**config.mk**
```make
export PLATFORM = sky130hd
export DESIGN_NAME = axis_cmd_gen_mm2s
export DESIGN_NICKNAME = d
export VERILOG_FILES = /design/src/rtl/axis_cmd_gen_mm2s.sv
export SDC_FILE = /design/constraint.sdc
export NUM_CORES = 1
export LEC_CHECK = 0
export ABC_AREA = 0
export ABC_CLOCK_PERIOD_IN_PS = 4430
export BUFFER_PORTS_ARGS = -buffer_cell sky130_fd_sc_hd__buf_4
export CORE_ASPECT_RATIO = 1.2
export CORE_MARGIN = 2
export CORE_UTILIZATION = 40
export CTS_BUF_LIST = sky130_fd_sc_hd__clkbuf_8
export DETAILED_ROUTE_END_ITERATION = 8
export PLACE_DENSITY = 0.67
export SYNTH_ARGS = -nofsm -noshare
export SYNTH_HDL_FRONTEND = slang
export SYNTH_SLANG_ARGS = --single-unit
export TNS_END_PERCENT = 100
```
**constraint.sdc**
```tcl
create_clock -name axilite_clk -period 4.43 [get_ports axilite_clk]
set_input_delay 0.443 -clock axilite_clk [delete_from_list [all_inputs] [get_ports axilite_clk]]
set_output_delay 0.443 -clock axilite_clk [all_outputs]
set_load 0.005 [all_outputs]
```
**src/rtl/axis_cmd_gen_mm2s.sv**
```systemverilog
`default_nettype none
// +----------------------------------------------------------------------------+
// | Module   : axis_cmd_gen_mm2s                                               |
// | Purpose  : DataMover MM2S command generator / status monitor for playback  |
// | Revision : 1.0                                                             |
// +----------------------------------------------------------------------------+
module axis_cmd_gen_mm2s #(
  parameter int PACKET_SIZE     = 4096,
  parameter int MAX_OUTSTANDING = 4
) (
  input  logic        axilite_clk,
  input  logic        axilite_rstb,
  input  logic        read_start,
  input  logic        read_reset,
  input  logic        loop_en,
  input  logic [31:0] base_addr,
  input  logic [31:0] play_size,
  output logic [71:0] m_axis_cmd_tdata,
  output logic        m_axis_cmd_tvalid,
  input  logic        m_axis_cmd_tready,
  input  logic [7:0]  s_axis_sts_tdata,
  input  logic        s_axis_sts_tvalid,
  output logic        s_axis_sts_tready,
  output logic [31:0] current_addr,
  output logic [7:0]  loop_count,
  output logic [3:0]  outstanding,
  output logic        busy,
  output logic        play_done,
  output logic        play_err,
  output logic [7:0]  err_status
);

  typedef enum logic [2:0] {
    S_IDLE  = 3'd0,
    S_ISSUE = 3'd1,
    S_DRAIN = 3'd2,
    S_DONE  = 3'd3,
    S_ERROR = 3'd4
  } state_t;

  localparam logic [31:0] c_packet = 32'(PACKET_SIZE);
  localparam logic [3:0]  c_max    = 4'(MAX_OUTSTANDING);

  state_t      r_state;
  logic [31:0] r_base;
  logic [31:0] r_size;
  logic [31:0] r_addr;
  logic [31:0] r_remaining;
  logic [3:0]  r_tag;
  logic [3:0]  r_exp_tag;
  logic [3:0]  r_outstanding;
  logic        r_cmd_valid;
  logic [71:0] r_cmd_data;
  logic [31:0] r_current_addr;
  logic [7:0]  r_loop_count;
  logic        r_play_done;
  logic        r_play_err;
  logic [7:0]  r_err_status;

  logic        w_cmd_hs;
  logic        w_sts_hs;
  logic        w_last_hs;
  logic        w_wrap;
  logic        w_sts_err;
  logic        w_out_dec;
  logic [3:0]  w_out_next;
  logic [31:0] w_src_addr;
  logic [31:0] w_src_rem;
  logic [31:0] w_btt;
  logic        w_eof;
  logic        w_load;
  logic        w_start;
  logic [71:0] w_next_cmd;

  assign w_cmd_hs  = r_cmd_valid & m_axis_cmd_tready;
  assign w_sts_hs  = s_axis_sts_tvalid;
  assign w_last_hs = w_cmd_hs & r_cmd_data[30];
  assign w_wrap    = w_last_hs & loop_en & (r_state == S_ISSUE);

  assign w_sts_err = w_sts_hs & ((s_axis_sts_tdata[3:0] != r_exp_tag) |
                                 (|s_axis_sts_tdata[6:4]) |
                                 ~s_axis_sts_tdata[7] |
                                 (r_outstanding == 4'd0));
  assign w_out_dec  = w_sts_hs & (r_outstanding != 4'd0);
  assign w_out_next = r_outstanding + {3'b000, w_cmd_hs} - {3'b000, w_out_dec};

  // On a looping last-chunk handshake the next command is built straight from
  // base/size so a wrap costs no idle cycle.
  assign w_src_addr = w_wrap ? r_base : r_addr;
  assign w_src_rem  = w_wrap ? r_size : r_remaining;
  assign w_btt      = (w_src_rem > c_packet) ? c_packet : w_src_rem;
  assign w_eof      = (w_src_rem == w_btt);
  assign w_next_cmd = {4'b0000, r_tag, w_src_addr, 1'b0, w_eof, 6'b000000, 1'b1, w_btt[22:0]};

  // The outstanding limit uses next-cycle occupancy so the loaded command can
  // never push the in-flight count past MAX_OUTSTANDING when it is accepted.
  assign w_load = (r_state == S_ISSUE) & ~w_sts_err & (~r_cmd_valid | w_cmd_hs) &
                  (w_src_rem != 32'd0) & (w_out_next < c_max);

  assign w_start = read_start & (play_size != 32'd0) &
                   ((r_state == S_IDLE) | (r_state == S_DONE));

  always_ff @(posedge axilite_clk or negedge axilite_rstb) begin
    if (!axilite_rstb) begin
      r_state        <= S_IDLE;
      r_base         <= 32'd0;
      r_size         <= 32'd0;
      r_addr         <= 32'd0;
      r_remaining    <= 32'd0;
      r_tag          <= 4'd0;
      r_exp_tag      <= 4'd0;
      r_outstanding  <= 4'd0;
      r_cmd_valid    <= 1'b0;
      r_cmd_data     <= 72'd0;
      r_current_addr <= 32'd0;
      r_loop_count   <= 8'd0;
      r_play_done    <= 1'b0;
      r_play_err     <= 1'b0;
      r_err_status   <= 8'd0;
    end else if (read_reset) begin
      r_state        <= S_IDLE;
      r_base         <= 32'd0;
      r_size         <= 32'd0;
      r_addr         <= 32'd0;
      r_remaining    <= 32'd0;
      r_tag          <= 4'd0;
      r_exp_tag      <= 4'd0;
      r_outstanding  <= 4'd0;
      r_cmd_valid    <= 1'b0;
      r_cmd_data     <= 72'd0;
      r_current_addr <= 32'd0;
      r_loop_count   <= 8'd0;
      r_play_done    <= 1'b0;
      r_play_err     <= 1'b0;
      r_err_status   <= 8'd0;
    end else begin
      r_outstanding <= w_out_next;

      if (w_sts_hs) begin
        r_exp_tag <= r_exp_tag + 4'd1;
      end

      if (w_cmd_hs) begin
        r_current_addr <= r_cmd_data[63:32];
      end

      if (w_wrap) begin
        r_loop_count <= r_loop_count + 8'd1;
        r_addr       <= r_base;
        r_remaining  <= r_size;
      end

      if (w_load) begin
        r_cmd_valid <= 1'b1;
        r_cmd_data  <= w_next_cmd;
        r_tag       <= r_tag + 4'd1;
        r_addr      <= w_src_addr + w_btt;
        r_remaining <= w_src_rem - w_btt;
      end else if (w_cmd_hs) begin
        r_cmd_valid <= 1'b0;
      end

      // Only the first offending status word is kept.
      if (w_sts_err && (r_state != S_ERROR)) begin
        r_state      <= S_ERROR;
        r_play_err   <= 1'b1;
        r_err_status <= s_axis_sts_tdata;
      end else begin
        case (r_state)
          S_IDLE, S_DONE: begin
            if (w_start) begin
              r_state     <= S_ISSUE;
              r_base      <= base_addr;
              r_size      <= play_size;
              r_addr      <= base_addr;
              r_remaining <= play_size;
              r_play_done <= 1'b0;
            end
          end
          S_ISSUE: begin
            if (w_last_hs && !loop_en) begin
              r_state <= S_DRAIN;
            end
          end
          S_DRAIN: begin
            if (r_outstanding == 4'd0) begin
              r_state     <= S_DONE;
              r_play_done <= 1'b1;
            end
          end
          default: begin
          end
        endcase
      end
    end
  end

  assign m_axis_cmd_tdata  = r_cmd_data;
  assign m_axis_cmd_tvalid = r_cmd_valid;
  assign s_axis_sts_tready = 1'b1;
  assign current_addr      = r_current_addr;
  assign loop_count        = r_loop_count;
  assign outstanding       = r_outstanding;
  assign busy              = (r_state == S_ISSUE) | (r_state == S_DRAIN);
  assign play_done         = r_play_done;
  assign play_err          = r_play_err;
  assign err_status        = r_err_status;

endmodule
`default_nettype wire

```
* Word-level counts from Yosys, hierarchy flattened
Index checks and enable logic that the tools add are counted.
** Word-level totals
- Bits in registers :: 266
- Word-level logic and storage cells :: 130
- Input port bits :: 79
- Output and inout bits :: 129
** Operators by class
- Reductions and logical operators :: 23
- Mux-type cells :: 50
- Order comparisons :: 2
- $add $sub $neg :: 7
- Equality and inequality tests :: 12
- Bitwise gates (word level) :: 21
** Operators with widths (number)
- $mux W32 :: 23
- $mux W72 :: 2
- $reduce_bool A32 Y1 :: 2
- $add A32 B32 Y32 :: 1
- $eq A32 B32 Y1 :: 1
- $gt A32 B13 Y1 const B :: 1
- $mux W8 :: 4
- $sub A32 B32 Y32 :: 1
- $mux W4 :: 5
- $mux W3 :: 5
- $reduce_bool A2 Y1 :: 7
- $and A1 B1 Y1 :: 12
- $ne A4 B4 Y1 const B :: 3
- $mux W1 :: 9
- $ne A3 B3 Y1 const B :: 3
- $pmux W3 S3 :: 1
- $add A4 B1 Y4 const B :: 2
- $add A8 B1 Y8 const B :: 1
- $reduce_and A4 Y1 :: 2
- $eq A3 B2 Y1 const B :: 2
- $or A1 B1 Y1 :: 6
- $reduce_bool A3 Y1 :: 2
- $reduce_bool A5 Y1 :: 1
- $add A4 B1 Y4 :: 1
- other kinds (15) :: 18

* Longest topological paths before layout
- Depth in word-level cells :: 15
- Gate-level depth with buffers :: 19
- Gate-level depth less buffers :: 18

* Worst setup path after synthesis
No wires, ideal clock.
- Path kind :: flip-flop to flip-flop
- Start point :: register r_state[2]
- End point :: register r_addr[31]
- Stages on the path, launching flop included :: 19
- Path slack :: -0.264 ns
- Arrival time :: 4.573 ns
- Clock period less this slack :: 4.694 ns
- Buffers on the path :: 2
- Data required time :: 4.308 ns
- Library setup time :: 0.122 ns
- Cell sequence :: dfrtp_1 -> or3b_4 -> nor2_4 -> mux2_2 -> and2_1 -> buf_2 -> o211ai_1 -> clkbuf_1 -> nor2_1 -> ha_1 -> nand3_1 -> o211ai_1 -> and4_1 -> o211ai_1 -> a2111oi_0 -> o31ai_1 -> a31oi_1 -> mux2i_1 -> nand2_1
** On the way
- Cells in the longest elaborated chain, start to end :: 11
- Elaborated cells on any way between the ends :: 24
- Classes of those cells :: add/sub (1); order compare (1); eq/ne (3); mux (8); bitwise (7); reduce/logical (4)
** RTL lines
- start: declaration :: RTL line 44 : state_t r_state;
- start signal: assignment :: RTL line 105 : r_state <= S_IDLE;
- start signal: assignment :: RTL line 121 : r_state <= S_IDLE;
- start signal: assignment :: RTL line 165 : r_state <= S_ERROR;
- $eq A3 B1 Y1 :: RTL line 78, 97
- $and A1 B1 Y1 :: RTL line 78 : assign w_wrap = w_last_hs & loop_en & (r_state == S_ISSUE);
- $mux W32 :: RTL line 90 : assign w_src_rem = w_wrap ? r_size : r_remaining;
- $gt A32 B13 Y1 / $reduce_bool A32 Y1 (equally long branches) :: RTL line 91, 98
- $mux W32 / $and A1 B1 Y1 (equally long branches) :: RTL line 91, 97
- $add A32 B32 Y32 / $and A1 B1 Y1 (equally long branches) :: RTL line 157, 98
- $mux W32 :: RTL line 153 : if (w_load) begin
- $mux W32 :: RTL line 171 : if (w_start) begin
- $mux W32 :: RTL line 169 : case (r_state)
- $mux W32 (*) :: RTL line 164 : if (w_sts_err && (r_state != S_ERROR)) begin
- $mux W32 (*) :: RTL line 120 : end else if (read_reset) begin
- end signal: assignment :: RTL line 149 : r_addr <= r_base;
- end signal: assignment :: RTL line 157 : r_addr <= w_src_addr + w_btt;
- end signal: assignment :: RTL line 175 : r_addr <= base_addr;
- end: declaration :: RTL line 47 : logic [31:0] r_addr;
Every way passes the cells marked *; elsewhere a longest branch is shown, timed or not.
A chain may end at the register's enable or synchronous reset.

* Final worst setup path
- Start point :: register r_state[1]
- End point :: register r_addr[30]
The elaborated chain is that of the path after synthesis.

==> impl_metrics.ini <==
[outcome]
status = finished, final reports clean

[floorplanning]
core_mm2 = 0.0341
die_area_mm2 = 0.0361
pin_count = 208
die_h_um = 208
rows = 74
die_w_um = 174
start_util = 0.406

[clocking]
clockBufferDepth = 3
cts-root-buf = clkbuf_8
numCtsBuffers = 43
cts_tree = built
clkTransAtPathRegs_ns = 0.07
htreeDepth = 2
clock_latency_ns = 0.59
cts.sinks = 255

[yosys]
synth-compound-area-share = 0.159
synth-seq-area-share = 0.462
synth-simple-area-share = 0.215
synth_warnings = 0
synthCells = 1602
synth-edff-count = 0
syn_area_mm2 = 0.0138
synth_top_family_by_area = simple AND/OR/NAND/NOR gates
synth-xor-area-share = 0.0368
postSynthAreaPerCell_um2 = 8.63
yosys.area_share.adder = 0.0391
synth_cell_types = 69
synthMuxAreaShare = 0.0444
async_flop_share = 1.00
synth_flop_cell = dfrtp_1
synth_seq_cells = 255

[drt]
avgRoutedWirePerCell_um = 17.9
detailroute.via_count = 12864
vias_per_cell = 5.43
first_pass_iters = 5
routed_wl_um = 42500
drc = 0
drt_iter0_drc = 856
postRouteAntennaNets = 0

[final_layout]
finalCoreUtilization = 0.517
syn_to_final_growth_pct = 27.6
mostFrequentLayoutCell = nand2_1
layout_common_cells = nand2_1 (335), buf_4 (309), dfrtp_1 (254)
nets = 2006
fillers = 3264
drive_above_1_share = 0.224

[worst_setup_path]
crit-reg2reg-launch = r_state[1]
critical_path.max_fanout = 6
end_kind = flip-flop
worstPathRequired_ns = 4.96
start_kind = flip-flop
cp.arrival_ns = 4.83
slowest_delay_ns = 0.44
rr_endpoint = r_addr[30]
crit_path_cell_trace = or3b_4 -> nor2_4 -> buf_6 -> nand3b_1 -> a21boi_2 -> o211ai_1 -> nor2_1 -> ha_2 -> inv_1 -> fa_1 -> nor2b_2 -> o2111ai_1 -> a211oi_2 -> nor4_1 -> buf_4 -> o31ai_4 -> a31oi_2 -> xor2_1 -> o21ai_0 -> o211a_1
critPathKind = flip-flop to flip-flop
r2r_slack_ns = 0.12
worst_r2r_path_depth = 20
critical-path-slowest-cell = dfrtp_2
crit_family = compound AO/OA/AOI/OAI gates
cp_num_buf_inv = 3

[global_routing]
grt_max_degree = 109
grt.total_usage = 0.234
antenna_found_initial = 1
grt_pass1_wl_um = 68300
grt-ovfl-total = 0
grt_pass1_vias = 12614

[sta]
fmax_mhz = 232
tightest_slew_ns = 0.931
clock-skew-final_ns = 0.0283
finalSetupViolations = 0
relSlewSlack = 0.378
rsz0062_at_grt = yes
period_minus_slack_ns = 4.31
slew_violations = 0
tns_ns = 0
post-route-period-util = 0.972
hold_violations = 0

[job]
maxCapViolCount = 0

[pwr]
seq_power_share = 0.396
cellLeakagePower_nw = 8.62
p_comb_frac = 0.256
switching_share = 0.314
clkPwrFrac = 0.348
p_switching_mw = 2.04
internal_power_mw = 4.45
p_per_area_mw_per_mm2 = 368
peakVddDrop_uv = 191

[placed_design]
routabilityCongestion = 0.900
io_buffers = 195
dp_hpwl_um = 30100

[hold_path]
hold_path_depth = 3
min_from = play_size[3]
hold_path.class = input port to flip-flop
worstHoldEndpoint = r_remaining[3]
-- power groups by stage --
stage / clock, mW / sequential, mW / combinational, mW
6_report: 2.26 / 2.57 / 1.66
5_1_grt: 2.40 / 2.58 / 1.82
4_1_cts: 2.31 / 2.57 / 1.56
3_5_place_dp: 0 / 2.61 / 1.55
3_3_place_gp: 0 / 2.61 / 1.53
2_1_floorplan: 0 / 2.58 / 0.886
-- logic make-up after synthesis --
logic type                 after synthesis
adders and majority gates               42
xor gates and xnor gates                58
muxes                                   61
and+or+nand+nor                        676
other                                    2
DFF                                    255
AOI/OAI and AO/OA                      364
buffers and inverters                  144
-- layout make-up --
cell class	instances	area (um^2)	area share
Clock inverter	18	158	0.00894
Inverter	33	124	0.00703
Antenna cell	2	5.00	0.000284
Multi-Input combinational cell	1232	7150	0.406
Clock buffer	54	743	0.0422
Sequential cell	255	6380	0.362
Timing Repair Buffer	320	2500	0.142
Tap cell	456	571	0.0324
-- worst reg2reg max path, stage by stage, from the launching register on --
cell	delay (ns)
dfrtp_2	0.44
or3b_4	0.42
nor2_4	0.17
buf_6	0.13
nand3b_1	0.08
a21boi_2	0.18
o211ai_1	0.19
nor2_1	0.18
ha_2	0.21
inv_1	0.05
fa_1	0.41
nor2b_2	0.16
o2111ai_1	0.17
a211oi_2	0.33
nor4_1	0.09
buf_4	0.15
o31ai_4	0.23
a31oi_2	0.13
xor2_1	0.15
o21ai_0	0.19
o211a_1	0.19
-- per-layer routing --
metal	wire length, um	track usage	up-vias
met4	1390	0.0887	0
li1	-	-	6099
met3	2290	0.0315	83
met5	0	0	-
met1	17900	0.304	6304
met2	20900	0.399	378
-- what timing repair did --
item,CTS,global route
hold buffers,1,0
hold endpoints to repair,100,0
gates resized for setup,0,40
buffers inserted,0,12
endpoints found under the setup margin,0,20
-- how the worst max path moves through the flow --
stage,from,endpoint,slack (ns),depth (start not counted)
6_report,r_state[1],r_addr[30],0.12,20
5_1_grt,r_size[29],r_addr[30],-0.1,19
4_1_cts,r_state[1],r_addr[30],0.04,20
3_5_place_dp,m_axis_cmd_tready,r_addr[27],0.02,18
3_3_place_gp,m_axis_cmd_tready,r_addr[31],0.14,18
2_1_floorplan,r_state[2],r_addr[31],0.04,18
-- synthesized netlist by cell type, drive strengths merged, types with 4 or more instances --
cell | number | area share
nor4 | 28 | 0.013
nor3 | 46 | 0.017
nand2 | 337 | 0.092
buf | 36 | 0.014
nor2 | 149 | 0.041
xnor2 | 26 | 0.016
or2 | 4 | 0.0018
inv | 32 | 0.0087
and2 | 4 | 0.0018
nor2b | 6 | 0.0027
a21o | 18 | 0.0098
dfrtp | 255 | 0.46
a211oi | 31 | 0.017
nor3b | 4 | 0.0025
a311oi | 8 | 0.0051
o22ai | 5 | 0.0023
nand2b | 8 | 0.0036
o21a | 4 | 0.0022
o221ai | 4 | 0.0025
o211ai | 14 | 0.0076
a21oi | 179 | 0.065
or3 | 17 | 0.0077
o21ai | 55 | 0.020
xor2 | 32 | 0.020
and3 | 17 | 0.0077
clkbuf | 75 | 0.020
or4 | 5 | 0.0027
o41ai | 4 | 0.0036
mux2i | 58 | 0.042
o31ai | 9 | 0.0049
ha | 40 | 0.036
nand3 | 27 | 0.0098
a31oi | 9 | 0.0041
nand4 | 13 | 0.0059
-- through the flow --
step	hold slack, ns	instances	area [um^2]	setup WS (ns)	power, mW
floorplan	0.147	1631	13900	0.0414	3.47
global placement	0.464	2282	16400	0.139	4.14
detailed placement	0.473	2282	16400	0.0184	4.16
CTS	0.0626	2355	17400	0.0422	6.44
global route	0.0863	2369	17600	-0.0975	6.81
finish	0.0842	2370	17600	0.124	6.49
-- registers in the layout (all words and copies together), names as in the netlist --
signal,cells
r_base,32
r_tag,4
current_addr,32
r_state,3
err_status,8
outstanding,4
m_axis_cmd_tdata,61
play_err,1
m_axis_cmd_tvalid,1
loop_count,8
r_addr,32
play_done,1
r_exp_tag,4
r_size,32
r_remaining,32
(Power assumes the default switching activity.)
